## src/rtl/axis_rand_range_if.sv

```systemverilog
// AXI-Stream style word channel shared by the range scaler's input and output sides.
// The master drives data and valid, and the slave drives ready.
interface axis_rand_range_if;
  logic [31:0] tdata;
  logic        tvalid;
  logic        tready;

  modport master (output tdata, output tvalid, input tready);
  modport slave  (input tdata, input tvalid, output tready);
endinterface

```

## src/rtl/axis_rand_range.sv

```systemverilog
// Scales a uniform 32-bit word into [0, range) as floor(x*range/2^32) with a serial shift-add multiplier.
// Accept -> result after 32/STEP_BITS cycles; one word in flight; the result holds until taken.
module axis_rand_range #(
  parameter int STEP_BITS = 1
) (
  input  logic                clk,
  input  logic                rst,
  axis_rand_range_if.slave    input_axis,
  axis_rand_range_if.master   output_axis,
  input  logic [31:0]         range_val,
  output logic                busy,
  output logic [31:0]         out_count
);

  localparam int         C      = 32 / STEP_BITS;
  localparam logic [5:0] C_LOAD = 6'(C);

  localparam logic [1:0] ST_IDLE = 2'd0;
  localparam logic [1:0] ST_MUL  = 2'd1;
  localparam logic [1:0] ST_OUT  = 2'd2;

  logic [1:0]  r_state;
  logic [31:0] r_x;
  logic [31:0] r_r;
  logic        r_full;
  logic [63:0] r_acc;
  logic [5:0]  r_cnt;
  logic [4:0]  r_pos;
  logic [31:0] r_tdata;
  logic        r_tvalid;
  logic [31:0] r_count;

  logic                 w_in_rdy;
  logic                 w_accept;
  logic                 w_out_hs;
  logic [STEP_BITS-1:0] w_digit;
  logic [63:0]          w_term;
  logic [63:0]          w_acc_next;

  assign w_in_rdy = (r_state == ST_IDLE) && !rst;
  assign w_accept = w_in_rdy && input_axis.tvalid;
  assign w_out_hs = (r_state == ST_OUT) && r_tvalid && output_axis.tready;

  // Partial product of the next multiplier digit, aligned to its bit position.
  assign w_digit    = r_r[STEP_BITS-1:0];
  assign w_term     = ({32'd0, r_x} * {{(64-STEP_BITS){1'b0}}, w_digit}) << r_pos;
  assign w_acc_next = r_acc + w_term;

  always_ff @(posedge clk) begin
    if (rst) begin
      r_state  <= ST_IDLE;
      r_x      <= 32'd0;
      r_r      <= 32'd0;
      r_full   <= 1'b0;
      r_acc    <= 64'd0;
      r_cnt    <= 6'd0;
      r_pos    <= 5'd0;
      r_tdata  <= 32'd0;
      r_tvalid <= 1'b0;
      r_count  <= 32'd0;
    end else begin
      case (r_state)
        ST_IDLE: begin
          if (w_accept) begin
            r_x     <= input_axis.tdata;
            r_r     <= range_val;
            r_full  <= (range_val == 32'd0);
            r_acc   <= 64'd0;
            r_cnt   <= C_LOAD;
            r_pos   <= 5'd0;
            r_state <= ST_MUL;
          end
        end
        ST_MUL: begin
          r_acc <= w_acc_next;
          r_r   <= r_r >> STEP_BITS;
          r_cnt <= r_cnt - 6'd1;
          r_pos <= r_pos + 5'(STEP_BITS);
          if (r_cnt == 6'd1) begin
            // A zero range stands for 2^32, so the word passes through unscaled.
            r_tdata  <= r_full ? r_x : w_acc_next[63:32];
            r_tvalid <= 1'b1;
            r_state  <= ST_OUT;
          end
        end
        ST_OUT: begin
          if (w_out_hs) begin
            r_tvalid <= 1'b0;
            r_count  <= r_count + 32'd1;
            r_state  <= ST_IDLE;
          end
        end
        default: begin
          r_state  <= ST_IDLE;
          r_tvalid <= 1'b0;
        end
      endcase
    end
  end

  assign input_axis.tready  = w_in_rdy;
  assign output_axis.tdata  = r_tdata;
  assign output_axis.tvalid = r_tvalid;
  assign busy               = (r_state == ST_MUL) || (r_state == ST_OUT);
  assign out_count          = r_count;

endmodule

```

## src/flat_wrapper.sv

```systemverilog
// flat-port wrapper written by rule: the top's interface ports become plain ports
module axis_rand_range_flat 
#(
  parameter int STEP_BITS = 1
)
  (clk, rst, range_val, busy, out_count, input_axis_tdata, input_axis_tvalid, input_axis_tready, output_axis_tdata, output_axis_tvalid, output_axis_tready);
  axis_rand_range_if input_axis_i ();
  axis_rand_range_if output_axis_i ();
  input  logic clk;
  input  logic rst;
  input  logic [31:0] range_val;
  output logic busy;
  output logic [31:0] out_count;
  input wire logic [$bits(input_axis_i.tdata)-1:0] input_axis_tdata;
  input wire logic [$bits(input_axis_i.tvalid)-1:0] input_axis_tvalid;
  output wire logic [$bits(input_axis_i.tready)-1:0] input_axis_tready;
  output wire logic [$bits(output_axis_i.tdata)-1:0] output_axis_tdata;
  output wire logic [$bits(output_axis_i.tvalid)-1:0] output_axis_tvalid;
  input wire logic [$bits(output_axis_i.tready)-1:0] output_axis_tready;
  assign input_axis_i.tdata = input_axis_tdata;
  assign input_axis_i.tvalid = input_axis_tvalid;
  assign input_axis_tready = input_axis_i.tready;
  assign output_axis_tdata = output_axis_i.tdata;
  assign output_axis_tvalid = output_axis_i.tvalid;
  assign output_axis_i.tready = output_axis_tready;
  axis_rand_range #(.STEP_BITS(STEP_BITS)) u_core (.clk(clk), .rst(rst), .input_axis(input_axis_i), .output_axis(output_axis_i), .range_val(range_val), .busy(busy), .out_count(out_count));
endmodule
```

## config.mk

```make
export PLATFORM = sky130hd
export DESIGN_NAME = axis_rand_range_flat
export DESIGN_NICKNAME = d
export VERILOG_FILES = /design/src/rtl/axis_rand_range_if.sv /design/src/rtl/axis_rand_range.sv /design/src/flat_wrapper.sv
export SDC_FILE = /design/constraint.sdc
export NUM_CORES = 1
export LEC_CHECK = 0
export CAP_MARGIN = 15
export CORE_MARGIN = 4
export CORE_UTILIZATION = 50
export DETAILED_ROUTE_END_ITERATION = 12
export MAX_ROUTING_LAYER = met4
export PLACE_DENSITY = 0.74
export SYNTH_ARGS = -nofsm -noshare
export SYNTH_HDL_FRONTEND = slang
export SYNTH_SLANG_ARGS = --single-unit
```

## constraint.sdc

```tcl
create_clock -name clk -period 5 [get_ports clk]
set_input_delay 1 -clock clk [delete_from_list [all_inputs] [get_ports clk]]
set_output_delay 1 -clock clk [all_outputs]
set_load 0.05 [all_outputs]
```

==> flow_summary.yaml, run 1 <==
worst_setup_path:
  crit_fanout: 17
  crit_path_end_kind: "flip-flop"
  required_ps: 5430
  crit_arrival_ps: 5290
  start_kind: "flip-flop"
  worstSetupPathType: "flip-flop to flip-flop"
global_routing:
  antenna_found_initial: 0
  grt_use_total_pct: 28.7
  grt_pass1_wl_mm: 69.6
  grt_max_degree: 73
  grt_pass1_vias: 12822
  grt_remaining_overflow: 0
min_path:
  hold_path_class: "flip-flop to flip-flop"
drt:
  routed_wl_mm: 44.9
  drcViolationCount: 0
  vias: 13831
  viasPerCell: 6.03
  ant_nets: 0
  initialDrtViolationCount: 1588
  drt_pass1_iterations: 5
  wl_per_cell_um: 19.6
synth:
  syn_nets: 1902
  ys_ff_latch: 207
  synthTopCellsByCount: "nor2_1, dfxtp_1, nand2_1"
  netlist_instances: 1755
  avgSynthCellArea_um2: 7.91
  yosysTopAreaCell: "dfxtp_1"
  synthArstFlopShare_pct: 0
  yosys-top-cells-area: "dfxtp_1, ha_1, mux2i_1"
  yosysSeqAreaShare_pct: 29.9
  synth_mux_area_share_pct: 10.3
  ys_warn_count: 0
  synth_top_family_by_area: "compound AO/OA/AOI/OAI gates"
  synth-adder-area-share_pct: 7.18
  synth_xor_area_share_pct: 5.68
  synth.most_common_cell: "nor2_1"
  synth_top_area_share_pct: 29.9
  synth_cell_type_count: 68
  synth-simple-area-share_pct: 19.5
  ys.flop_type: "dfxtp_1"
  synth_area_um2: 13900
  synth-compound-area-share_pct: 23.5
  synth_edf_count: 0
cells_and_area:
  filler_cell_count: 2370
  synthToLayoutAreaGrowth_pct: 24.5
  final_nets: 2052
  stdcell_count: 2293
  drive_gt1_share_pct: 13.2
timing:
  setup_viol: 0
  finalCritPeriodShare_pct: 97.1
  fin_skew_ps: 21.7
  slew_headroom_pct: 36.8
  layout_min_cycle_time_ps: 4860
  hold_viol_final: 0
  finalSetupTns_ps: 0
  slew_violations: 0
  rsz0062_at_grt: "true"
  tightest_slew_ps: 947
  clock.fmax_mhz: 206
die:
  fp.coreArea_um2: 27100
  pin_count: 135
  fp-row-count: 60
  chipWidth_um: 175
  die_area_um2: 30500
  start_util_pct: 51.2
  die_h_um: 175
place:
  dp_cells: 2238
  portBuffers: 134
  place_congestion: 1.04
  place_hpwl_mm: 33.5
status:
  status: "finished clean"
clock_network:
  cts-htree-levels: 1
  cts_tree: "done"
  clkLatencyLatePin_ps: 540
  numCtsBuffers: 24
  clockBufferDepth: 3
  clock-sinks: 207
  clk_pin_slew_ps: 60
  cts-root-buf: "clkbuf_16"
  ctsHoldBuffers: 0
power:
  p_per_area_nw_per_um2: 300
  leakage_nw: 6.71
  vdd_ir_drop_max_uv: 255
run:
  drv_cap: 0
==> what timing repair did <==
item,CTS,global route
pin swaps,1,12
endpoints found under the setup margin,16,27
buffers inserted,4,8
hold endpoints to repair,0,0
gates cloned,0,1
resized for setup,8,50
==> routing by layer <==
layer	GRT usage, %	up-vias	wire, µm
met4	6.45	0	1130
met5	-	-	0
met1	41.2	6533	20700
met3	6.47	73	3880
met2	41.4	572	19200
li1	-	6653	-
==> cell usage in the layout, fill, tap and decap left out, drive strengths merged, types with 26 or more instances in the layout <==
| cell | instances |
|---|---|
| a21oi | 128 |
| clkdlybuf4s50 | 133 |
| a211oi | 48 |
| ha | 78 |
| dfxtp | 207 |
| nand4 | 31 |
| xor2 | 42 |
| a21o | 30 |
| xnor2 | 48 |
| nor2 | 216 |
| mux4 | 26 |
| nand3 | 39 |
| mux2i | 82 |
| o21ai | 159 |
| buf | 112 |
| nand2 | 204 |
| clkbuf | 31 |
==> report_power, final <==
| group | switching (mW) | internal [mW] |
|---|---|---|
| Clock | 0.739 | 1.19 |
| Sequential | 0.154 | 1.80 |
| Combinational | 0.759 | 0.543 |
==> path summary, 6_finish.rpt <==
check / endpoint / slack (ps) / depth (start not counted) / from
max reg2reg: u_core.output_axis.tdata[26] / 140 / 17 / u_core.r_pos[0]
min: u_core.r_acc[2] / 460 / 2 / u_core.r_acc[2]
min reg2reg: u_core.r_acc[2] / 460 / 2 / u_core.r_acc[2]
max: u_core.output_axis.tdata[26] / 140 / 17 / u_core.r_pos[0]
==> metrics by stage <==
| stage | hold slack [ps] | power [mW] | setup slack, ps | utilization [%] | instance area (µm²) |
|---|---|---|---|---|---|
| 5_1_grt | 498 | 5.43 | -33.4 | 63.7 | 17300 |
| 3_3_place_gp | 440 | 3.21 | -269 | 59.2 | 16000 |
| 3_5_place_dp | 453 | 3.24 | -268 | 59.2 | 16000 |
| 6_report | 464 | 5.19 | 143 | 63.7 | 17300 |
| 2_1_floorplan | 432 | 2.83 | 70.0 | - | 13900 |
| 4_1_cts | 468 | 5.18 | 5.72 | 62.6 | 17000 |
==> layout make-up <==
class                           instances  area (µm²)  share of cell area, %
Clock buffer                           30         653                   3.78
Sequential cell                       207        4150                   24.0
Tap cell                              372         465                   2.70
Inverter                               25        93.8                  0.543
Clock inverter                         11         211                   1.22
Timing Repair Buffer                  246        2250                   13.1
Antenna cell                            1        2.50                 0.0145
Multi-Input combinational cell       1401        9440                   54.7
==> cell families after synthesis <==
kind of cell,count (synthesis)
xor gates and xnor gates,90
buffers and inverters,147
adders and majority gates,79
AOI/OAI and AO/OA,520
muxes,110
DFF,207
and+or+nand+nor,602
==> registers in the layout, summed over array words and instances (netlist names) <==
register / count
u_core.r_full: 1
u_core.r_cnt: 6
u_core.r_x: 32
u_core.r_r: 32
u_core.out_count: 32
u_core.r_pos: 5
u_core.output_axis.tdata: 32
u_core.r_acc: 64
u_core.r_state: 2
u_core.output_axis.tvalid: 1
==> critical path, stage by stage, from the launching register on <==
cell     delay (ps)
dfxtp_2         340
buf_12          170
buf_16          160
mux4_2          530
a31o_2          290
o21ai_1         270
mux2i_1         250
ha_1            370
a21oi_2         190
o21a_1          170
o21ai_1         150
a221o_1         410
or4_1           540
a21oi_2         170
buf_4           150
o21ai_1          80
xor2_1          190
o311a_1         310
No activity file was read; power rests on OpenSTA's default activity.
==> inputs of run 2 (changes only) <==
- SETUP_SLACK_MARGIN: not set -> 0.4
- SLEW_MARGIN: not set -> 40
==> run 2 against run 1 <==
  * Clock skew down 4.5 ps
  * Register-to-register slack better by 60 ps
  * Critical path type unchanged
  * Critical endpoint is now u_core.output_axis.tdata[25]
  * Largest cell class unchanged
  * Clock power barely moved
  * Sequential share of layout area shrank 1.8 points
  * Combinational power up 13%
  * First-iteration DRC count shrank 0.50%
==> flow_summary.yaml, run 2 (synthesis results as in run 1) <==
min_path:
  hold_end: "u_core.r_acc[60]"
  hold_path_class: "flip-flop to flip-flop"
  hold_depth: 2
  hp-start: "u_core.r_acc[60]"
die:
  die_area_um2: 30500
  chipWidth_um: 175
  pin_count: 135
  fp-row-count: 60
  fp.coreArea_um2: 27100
  start_util_pct: 51.2
  die_h_um: 175
worst_setup_path:
  crit_path_end_kind: "flip-flop"
  path_buf_inv: 5
  worstSetupPathType: "flip-flop to flip-flop"
  critPathMaxStageDelay_ps: 530
  start_kind: "flip-flop"
  r2r-end: "u_core.output_axis.tdata[25]"
  crit_chain: "buf_12 > buf_16 > mux4_2 > nand3_1 > o21ai_1 > mux2i_1 > o22ai_1 > ha_1 > buf_4 > a21oi_1 > buf_4 > o21ai_0 > nor2_1 > nand3b_1 > a22o_2 > a21oi_1 > buf_4 > o21ai_0 > xor2_1 > mux2i_1 > a211oi_1"
  crit_fanout: 7
  worst-path-stages: 21
  reg2reg_setup_slack_ps: 210
  worstRegToRegCells: 21
  slowest_stage: "mux4_2"
  crit_arrival_ps: 5260
  worst_path_most_repeated_cell: "buf_4"
  cp_top_family: "compound AO/OA/AOI/OAI gates"
  required_ps: 5460
  r2r-start: "u_core.r_pos[0]"
clock_network:
  cts-htree-levels: 1
  clockBufferDepth: 3
  clk_pin_slew_ps: 60
  numCtsBuffers: 24
  clock-sinks: 207
  clkLatencyLatePin_ps: 550
  cts-root-buf: "clkbuf_16"
  cts_tree: "done"
global_routing:
  antenna_found_initial: 1
  grt_pass1_wl_mm: 73.6
  grt_remaining_overflow: 0
  grt_pass1_vias: 13708
  grt_max_degree: 78
  grt_use_total_pct: 30.1
cells_and_area:
  top_register: "u_core.r_acc"
  seq_area_um2: 4150
  final_nets: 2142
  fin_area_um2: 18700
  largest_reg_flops: 64
  mostFrequentLayoutCells: "dfxtp_1, nor2_1, buf_4, nand2_1, clkdlybuf4s50_1"
  multi_input_area_um2: 10100
  filler_cell_count: 2136
  synthToLayoutAreaGrowth_pct: 34.8
  drive_gt1_share_pct: 22.4
  final_common_cell: "dfxtp_1"
  final_util_pct: 69.0
timing:
  tightest_slew_ps: 928
  hold_viol_final: 0
  slew_headroom_pct: 38.1
  clock.fmax_mhz: 209
  setup_viol: 0
  rsz0062_at_grt: "true"
  fin_skew_ps: 17.3
  slew_violations: 0
  finalWorstSetupSlack_ps: 207
  hold_ws_ps: 457
  finalCritPeriodShare_pct: 95.9
  layout_min_cycle_time_ps: 4790
place:
  place_congestion: 1.02
  place_hpwl_mm: 33.8
  portBuffers: 134
  place_ws_ps: -237
  placed_area_um2: 16100
power:
  clockPowerShare_pct: 35.7
  p_seq_share_pct: 36.8
  swShare_pct: 32.0
  p_comb_share_pct: 27.5
  vdd_ir_drop_max_uv: 256
  p_int_mw: 3.62
  power_switching_mw: 1.71
  leakage_nw: 7.29
  p_per_area_nw_per_um2: 285
run:
  drv_cap: 0
drt:
  viasPerCell: 6.11
  initialDrtViolationCount: 1580
  ant_nets: 0
  drt_pass1_iterations: 6
  drcViolationCount: 0
  vias: 14573
  routed_wl_mm: 48.0
  wl_per_cell_um: 20.1
status:
  status: "finished clean"
==> run 2: cell types whose count changed in the layout (fill, tap and decap cells not counted), moves of 11 or more <==
cell / previous run / this run
nand2_2: 2 / 13
nand2_1: 200 / 189
a21oi_2: 10 / 22
buf_4: 108 / 190
a21oi_1: 118 / 105
nor2_1: 213 / 200
o21ai_0: 146 / 114
o21ai_1: 8 / 29
==> run 2: worst max-delay path by stage <==
stage,to,start
final,u_core.output_axis.tdata[25],u_core.r_pos[0]
after floorplan,u_core.output_axis.tdata[26],u_core.r_pos[0]
after global placement,u_core.output_axis.tdata[22],u_core.r_pos[0]
after CTS,u_core.output_axis.tdata[26],u_core.r_pos[0]
after global routing,u_core.output_axis.tdata[25],u_core.r_pos[0]
after detailed placement,u_core.r_acc[56],u_core.r_pos[0]
==> run 2: metrics by stage <==
step | total power [mW] | instances | setup TNS, ps
2_1_floorplan | 2.83 | 1755 | 0
5_1_grt | 5.55 | 2385 | -13.4
4_1_cts | 5.27 | 2355 | 0
3_5_place_dp | 3.24 | 2246 | -589
6_report | 5.33 | 2386 | 0
3_3_place_gp | 3.21 | 2246 | -1910
==> run 2: repair_timing <==
action                                  4_1_cts  5_1_grt
gates resized for setup                     114      110
hold buffers                                  0        0
setup buffers                                62       29
endpoints found under the setup margin       50       54
pin swaps                                    44       34
gates cloned                                  4        0
==> run 2: area by class of cell <==
cell class	instances	area share [%]
clock inverter	11	0.984
timing repair buffer	336	16.2
clock buffer	32	3.64
multi-input combinational	1401	54.0
inverter	25	0.502
tap	372	2.49
sequential	207	22.2
antenna	2	0.0268
==> run 2: metal layers <==
layer	global-route usage, %	vias up	wire, µm
met3	6.40	115	4740
met5	-	-	0
met1	42.4	6915	20700
li1	-	6860	-
met4	6.58	0	1320
met2	44.8	683	21200
==> run 2: power groups by stage <==
stage	combinational [mW]	clock, mW	sequential, mW
after floorplan	0.868	0	1.96
after global placement	1.23	0	1.98
after detailed placement	1.26	0	1.98
after CTS	1.40	1.92	1.95
after global routing	1.59	1.99	1.97
final	1.47	1.91	1.96
==> run 2: tightest hold or removal path, stage by stage, from the launching register on <==
cell     delay (ps)
dfxtp_1         310
nand2_1          50
o21ai_1          50
